**src/rtl/de_scoreboard_pkg.sv**
```systemverilog
// Shared constants, types and helpers for the decode-stage register scoreboard.
// Build option: define DE_SB_WB_BYPASS_EN to let a same-cycle WB retire relieve stalls.
package de_scoreboard_pkg;

  localparam int REGNOBITS = 5;

`ifdef DE_SB_WB_BYPASS_EN
  localparam bit WB_BYPASS_EN = 1'b1;
`else
  localparam bit WB_BYPASS_EN = 1'b0;
`endif

  // from_WB_to_DE field layout
  typedef struct packed {
    logic                 wb_valid;
    logic [REGNOBITS-1:0] wb_regno;
  } wb_to_de_t;

  // Modulo add for queue pointers; the queue depth need not be a power of two.
  function automatic int unsigned wrap_add(int unsigned a, int unsigned b, int unsigned m);
    return (a + b) % m;
  endfunction

endpackage

```
**src/rtl/de_sb_queue.sv**
```systemverilog
// In-order circular FIFO of destination register IDs with head pop and multi-entry
// tail squash; exposes the squashed slots as a mask plus the raw entry array.
module de_sb_queue
  import de_scoreboard_pkg::*;
#(
  parameter int DEPTH      = 4,
  parameter int REGNO_BITS = REGNOBITS
) (
  input  logic                          clk,
  input  logic                          reset,
  input  logic                          push_i,
  input  logic [REGNO_BITS-1:0]         push_rd_i,
  input  logic                          pop_i,
  input  logic [$clog2(DEPTH+1)-1:0]    squash_n_i,
  output logic [REGNO_BITS-1:0]         head_rd_o,
  output logic [$clog2(DEPTH+1)-1:0]    count_o,
  output logic                          full_o,
  output logic [DEPTH-1:0]              squash_mask_o,
  output logic [REGNO_BITS-1:0]         entry_rd_o [DEPTH]
);
  localparam int CW = $clog2(DEPTH+1);
  localparam int PW = (DEPTH > 1) ? $clog2(DEPTH) : 1;

  logic [REGNO_BITS-1:0] mem_q [DEPTH];
  logic [PW-1:0] head_q, head_d, tail_q, tail_d;
  logic [CW-1:0] count_q, count_d, avail, nsq;
  logic          push_w;

  // Squash only reaches entries that survive this cycle's pop.
  assign avail  = count_q - CW'(pop_i);
  assign nsq    = (squash_n_i < avail) ? squash_n_i : avail;
  // A push never lands in the same cycle as a squash.
  assign push_w = push_i && (squash_n_i == '0);

  for (genvar gi = 0; gi < DEPTH; gi++) begin : g_mask
    assign squash_mask_o[gi] =
      wrap_add(32'(tail_q), unsigned'(DEPTH - 1 - gi), DEPTH) < 32'(nsq);
  end

  always_comb begin
    head_d  = pop_i ? PW'(wrap_add(32'(head_q), 1, DEPTH)) : head_q;
    tail_d  = tail_q;
    if (nsq != '0)
      tail_d = PW'(wrap_add(32'(tail_q), unsigned'(DEPTH) - 32'(nsq), DEPTH));
    else if (push_w)
      tail_d = PW'(wrap_add(32'(tail_q), 1, DEPTH));
    count_d = count_q + CW'(push_w) - CW'(pop_i) - nsq;
  end

  always_ff @(posedge clk or posedge reset) begin
    if (reset) begin
      head_q  <= '0;
      tail_q  <= '0;
      count_q <= '0;
    end else begin
      head_q  <= head_d;
      tail_q  <= tail_d;
      count_q <= count_d;
    end
  end

  always_ff @(posedge clk) begin
    if (push_w) mem_q[tail_q] <= push_rd_i;
  end

  assign entry_rd_o = mem_q;
  assign head_rd_o  = mem_q[head_q];
  assign count_o    = count_q;
  assign full_o     = (count_q == CW'(DEPTH));

endmodule

```
**src/rtl/de_scoreboard.sv**
```systemverilog
// Decode-stage register hazard scoreboard: per-register pending-write counters fed by
// an in-order in-flight queue; drives the DE->FE stall and a sticky WB ordering error.
module de_scoreboard
  import de_scoreboard_pkg::*;
#(
  parameter int NUM_REGS   = 32,
  parameter int REGNO_BITS = REGNOBITS,
  parameter int DEPTH      = 4,
  parameter int NUM_SRC    = 2
) (
  input  logic                           clk,
  input  logic                           reset,
  input  logic                           issue_valid,
  input  logic                           issue_wr_reg,
  input  logic [REGNO_BITS-1:0]          issue_rd,
  input  logic [NUM_SRC-1:0]             src_read,
  input  logic [NUM_SRC*REGNO_BITS-1:0]  src_regno,
  input  logic                           wb_valid,
  input  logic [REGNO_BITS-1:0]          wb_regno,
  input  logic                           flush_valid,
  input  logic [$clog2(DEPTH+1)-1:0]     flush_count,
  output logic                           stall,
  output logic [$clog2(DEPTH+1)-1:0]     occupancy,
  output logic                           wb_mismatch
);
  localparam int CW = $clog2(DEPTH+1);
  localparam int NR = 2**REGNO_BITS;

  logic [REGNO_BITS-1:0] head_rd;
  logic [CW-1:0]         count;
  logic                  full;
  logic [DEPTH-1:0]      sq_mask;
  logic [REGNO_BITS-1:0] sq_rd [DEPTH];
  logic [CW-1:0]         pend [NR];
  logic [NUM_SRC-1:0]    src_haz;
  logic                  retire, accept, hazard, full_stall;
  logic                  mismatch_q, mismatch_d;

  assign retire = wb_valid && (count != '0);

  for (genvar gi = 0; gi < NUM_SRC; gi++) begin : g_src
    logic [REGNO_BITS-1:0] rn;
    logic [CW-1:0]         p;
    assign rn = src_regno[gi*REGNO_BITS +: REGNO_BITS];
    assign p  = pend[rn];
    // The last outstanding writer retiring now is written on the negedge, so no hazard.
    assign src_haz[gi] = src_read[gi] && (rn != '0) && (p != '0) &&
                         !(WB_BYPASS_EN && wb_valid && (wb_regno == rn) && (p == CW'(1)));
  end

  assign hazard     = |src_haz;
  assign full_stall = full && issue_valid && issue_wr_reg && (issue_rd != '0) &&
                      !(WB_BYPASS_EN && retire);
  assign stall      = hazard || full_stall;
  assign accept     = issue_valid && !stall && !flush_valid && issue_wr_reg && (issue_rd != '0);

  de_sb_queue #(
    .DEPTH      (DEPTH),
    .REGNO_BITS (REGNO_BITS)
  ) u_queue (
    .clk           (clk),
    .reset         (reset),
    .push_i        (accept),
    .push_rd_i     (issue_rd),
    .pop_i         (retire),
    .squash_n_i    (flush_valid ? flush_count : '0),
    .head_rd_o     (head_rd),
    .count_o       (count),
    .full_o        (full),
    .squash_mask_o (sq_mask),
    .entry_rd_o    (sq_rd)
  );

  for (genvar gi = 0; gi < NR; gi++) begin : g_pend
    if (gi == 0 || gi >= NUM_REGS) begin : g_untracked
      assign pend[gi] = '0;
    end else begin : g_cnt
      logic [CW-1:0] cnt_q, cnt_d, dec_sq;
      logic          inc, ret;
      assign inc = accept && (issue_rd == REGNO_BITS'(gi));
      assign ret = retire && (head_rd == REGNO_BITS'(gi));
      // Several squashed entries may name this register.
      always_comb begin
        dec_sq = '0;
        for (int s = 0; s < DEPTH; s++)
          if (sq_mask[s] && (sq_rd[s] == REGNO_BITS'(gi))) dec_sq = dec_sq + CW'(1);
        cnt_d = cnt_q + CW'(inc) - CW'(ret) - dec_sq;
      end
      always_ff @(posedge clk or posedge reset) begin
        if (reset) cnt_q <= '0;
        else       cnt_q <= cnt_d;
      end
      assign pend[gi] = cnt_q;
    end
  end

  assign mismatch_d = mismatch_q || (wb_valid && ((count == '0) || (wb_regno != head_rd)));

  always_ff @(posedge clk or posedge reset) begin
    if (reset) mismatch_q <= 1'b0;
    else       mismatch_q <= mismatch_d;
  end

  assign occupancy   = count;
  assign wb_mismatch = mismatch_q;

endmodule

```
**config.mk**
```make
export PLATFORM = sky130hd
export DESIGN_NAME = de_scoreboard
export DESIGN_NICKNAME = d
export VERILOG_FILES = /design/src/rtl/de_scoreboard_pkg.sv /design/src/rtl/de_sb_queue.sv /design/src/rtl/de_scoreboard.sv
export SDC_FILE = /design/constraint.sdc
export NUM_CORES = 1
export LEC_CHECK = 0
export BUFFER_PORTS_ARGS = -buffer_cell sky130_fd_sc_hd__clkbuf_2
export CORE_MARGIN = 10
export CORE_UTILIZATION = 55
export CTS_BUF_LIST = sky130_fd_sc_hd__clkbuf_2 sky130_fd_sc_hd__clkbuf_4 sky130_fd_sc_hd__clkbuf_8
export DETAILED_ROUTE_END_ITERATION = 10
export MAX_ROUTING_LAYER = met4
export PLACE_DENSITY_LB_ADDON = 0.1
export SYNTH_ARGS = -nofsm -noshare
export SYNTH_HDL_FRONTEND = slang
export SYNTH_HIERARCHICAL = 1
export SYNTH_SLANG_ARGS = --single-unit
```
**constraint.sdc**
```tcl
create_clock -name clk -period 10.4 [get_ports clk]
set_clock_uncertainty 0.15 [all_clocks]
set_input_delay 2.08 -clock clk [delete_from_list [all_inputs] [get_ports clk]]
set_output_delay 2.08 -clock clk [all_outputs]
set_load 0.1 [all_outputs]
```
==> results.md <==
- Crit path from: wb_valid
- Syn Std Cell Area: 13,100 sq um
- Clk sinks: 121
- R2R depth: 25
- Grt total ovfl: 0
- Combinational power share: 0.516
- Post-DRT Antenna Nets: 0
- Clock power share: 0.156
- Final net count: 1,691
- Ys async rst share: 0.835
- Hold-fix buffers at CTS: 0
- Largest family of logic cells by synthesized area: adder cells
- Synth Area per Inst: 9.28 sq um
- Yosys warning total: 6
- Drt drc: 0
- Flops & latches, synth: 121
- FF-to-FF Start: u_queue/count_o[2]$_DFF_PP0_
- CTS buffer count: 17
- Min Tclk post-route: 8.19 ns
- Sequential-to-total area share from yosys stat: 0.239
- Initial Util: 0.558
- Routed wire length: 37,400 microns
- Vias per inst: 5.79
- Share of layout cells above drive strength 1: 0.0891
- Peak VDD IR: 0.193 mV
- Tcrit/Tclk final: 0.788
- Biggest area consumer among synthesized cells: dfrtp_1
- Hold Crit Class: flop to flop
- Count leader, synth: ha_1
- Critical Setup Path Class: input port to flop
- Post-Synth XOR/XNOR Area: 0.134
- Crit-path max FO: 7
- Status: finished, final reports clean
- Multiplexer share of the synthesized area: 0.0621
- Pin count of the biggest net entering global routing: 49
- Critical path endpoint category: flop
- Worst r2r dst: g_pend[4].g_cnt.cnt_q[2]$_DFF_PP0_
- Dominant cells by area after synthesis: dfrtp_1, ha_1, fa_1
- DR pass1 iterations: 5
- Post-Syn Instances: 1,411
- Vias after detailed routing: 10,200
- Commonest cells post-synth: ha_1, inv_1, nor2_1
- H-tree Lvls: 4
- P&R area growth vs syn: 5.98%
- Worst EP required: 10.65 ns
- Height of the die: 174 microns
- Startpoint Class: input port
- EDFF count, synth: 20
- CTS max path bufs: 2
- Leak pwr: 6.30 nW
- Worst Setup EP: g_pend[4].g_cnt.cnt_q[2]$_DFF_PP0_
- Synth Area in Simple Gates: 0.199
- Post-synthesis compound-gate area fraction: 0.0381
- # rows: 56
- Power Density: 196 nW/um^2
- TNS Setup: 0 ns
- Top Ports: 36
- Crit path arrival time: 8.44 ns
- Die Width: 174 microns
- Fillcell total: 2,100
- FF/Latch Area: 3130 sq um
- Tot GR Track Use: 0.259
- CTS resizes: 0
- Count of cell types in the netlist: 61
- Area of the multi-input gates: 9110 sq um
- CTS tree: done
- Post-CTS setup buffer count: 0
- Final setup fails: 0
- Sequential Power Share: 0.328
- Internal power: 0.00144 W
- CTS root buf: clkbuf_8
- Antenna violations before repair: 1
- Final RePlAce weighted congestion: 1.00
- Synth top area share: 0.193
- Slew HR: 0.362
- Least-Margin Pin Slew: 0.955 ns
- HPWL after detailed placement: 28,800 microns
- Vias in the first global route: 10,300
- Max_cap viols: 0
- RSZ-0062 raised after global routing: no
- Syn nets: 1,678
- Post-layout util: 0.591
- Top_reg_cell synth: dfrtp_1
- Sw Share: 0.469
- Latest clock arrival within the worst-skew pair: 0.49 ns
- Fin. Hold Viols: 0
- First-pass GRT wire length: 59,000 microns
- Core Region: 23,500 sq um
- Net load switching power: 0.00127 W
- Die area: 30,400 sq um
- Fin. max-slew vios: 0
- Synth Area in Adders: 0.262
- Worst-path clk slew: 0.09 ns
- WL/cell: 21.3 microns
- PortBufs: 35
- Max Clk Rate: 0.122 GHz
- Initial DRC count: 1,060
- Worst reg-to-reg setup slack: 3.26 ns
worst max-delay path, stage by stage:
cell	delay (ns)
clkbuf_2	0.08
nor2b_1	0.48
ha_1	0.25
ha_1	0.16
xor2_1	0.20
inv_1	0.07
ha_1	0.22
nand2b_1	0.15
a21oi_1	0.29
inv_1	0.21
ha_1	0.36
nor2_1	0.05
o21bai_1	0.51
nor2b_1	0.33
nor3b_1	0.81
nand2_1	0.22
xnor2_1	0.21
fa_1	0.38
inv_1	0.08
fa_1	0.42
ha_1	0.23
xor2_1	0.19
xnor2_1	0.16
xnor2_1	0.15
xnor2_1	0.13
layout by cell type (no fill, tap or decap), types with 34 or more instances in the layout:
master	instances
nand3_1	59
clkbuf_2	35
fa_1	63
xor2_1	71
inv_1	171
nand2_1	104
nor2_1	142
xnor2_1	129
dfrtp_1	101
mux2i_1	34
nor3_1	52
ha_1	173
area by class of cell:
| cell class | count | area share |
|---|---|---|
| Multi-Input combinational cell | 1071 | 0.657 |
| Sequential cell | 121 | 0.225 |
| Inverter | 172 | 0.0467 |
| Tap cell | 319 | 0.0288 |
| Clock buffer | 18 | 0.0174 |
| Timing Repair Buffer | 41 | 0.0159 |
| Clock inverter | 14 | 0.00902 |
| Antenna cell | 1 | 0.000180 |
routing by layer:
layer	up-vias	wire length, microns	global-route usage
met5	-	0	-
met2	393	16800	0.391
li1	4726	-	-
met4	0	969	0.0791
met1	4982	16700	0.349
met3	75	3010	0.0451
power groups by stage:
stage	combinational (W)	clock, W	sequential, W
after floorplan	0.00102	0	0.000874
after global placement	0.00135	0	0.000894
after detailed placement	0.00139	0	0.000899
after CTS	0.00140	0.000434	0.000891
after global routing	0.00156	0.000451	0.000923
final	0.00140	0.000425	0.000891
through the flow:
stage	power (W)	area, sq um	hold slack, ns	setup slack, ns	instances
global route	0.00294	13900	0.341	1.81	1757
floorplan	0.00189	13100	0.473	2.84	1411
CTS	0.00272	13900	0.321	2.40	1756
detailed placement	0.00228	13500	0.299	1.95	1724
global placement	0.00224	13500	0.296	2.20	1724
finish	0.00272	13900	0.318	2.21	1757
worst min path at each step:
stage	to	from	depth (start not counted)
floorplan	u_queue/tail_q[0]$_DFFE_PP0P_	u_queue/tail_q[0]$_DFFE_PP0P_	2
global placement	wb_mismatch$_DFF_PP0_	wb_mismatch$_DFF_PP0_	1
detailed placement	wb_mismatch$_DFF_PP0_	wb_mismatch$_DFF_PP0_	1
CTS	wb_mismatch$_DFF_PP0_	wb_mismatch$_DFF_PP0_	1
global route	wb_mismatch$_DFF_PP0_	wb_mismatch$_DFF_PP0_	1
finish	wb_mismatch$_DFF_PP0_	wb_mismatch$_DFF_PP0_	1
state kept, by name (all words and copies together), names as in the netlist:
| signal | flops |
|---|---|
| g_pend.g_cnt.cnt_q | 93 |
| u_queue/count_o | 3 |
| u_queue/entry_rd_o | 20 |
| u_queue/head_q | 2 |
| u_queue/tail_q | 2 |
| wb_mismatch | 1 |
cells by family (layout without fill, tap and decap cells):
kind of cell	count (synthesis)	in the layout
muxes	55	55
buffers and inverters	219	245
xor gates and xnor gates	200	200
AOI/OAI and AO/OA	71	71
and+or+nand+nor	509	509
other	0	1
DFF	121	121
adders and majority gates	236	236
(Power assumes the default switching activity.)
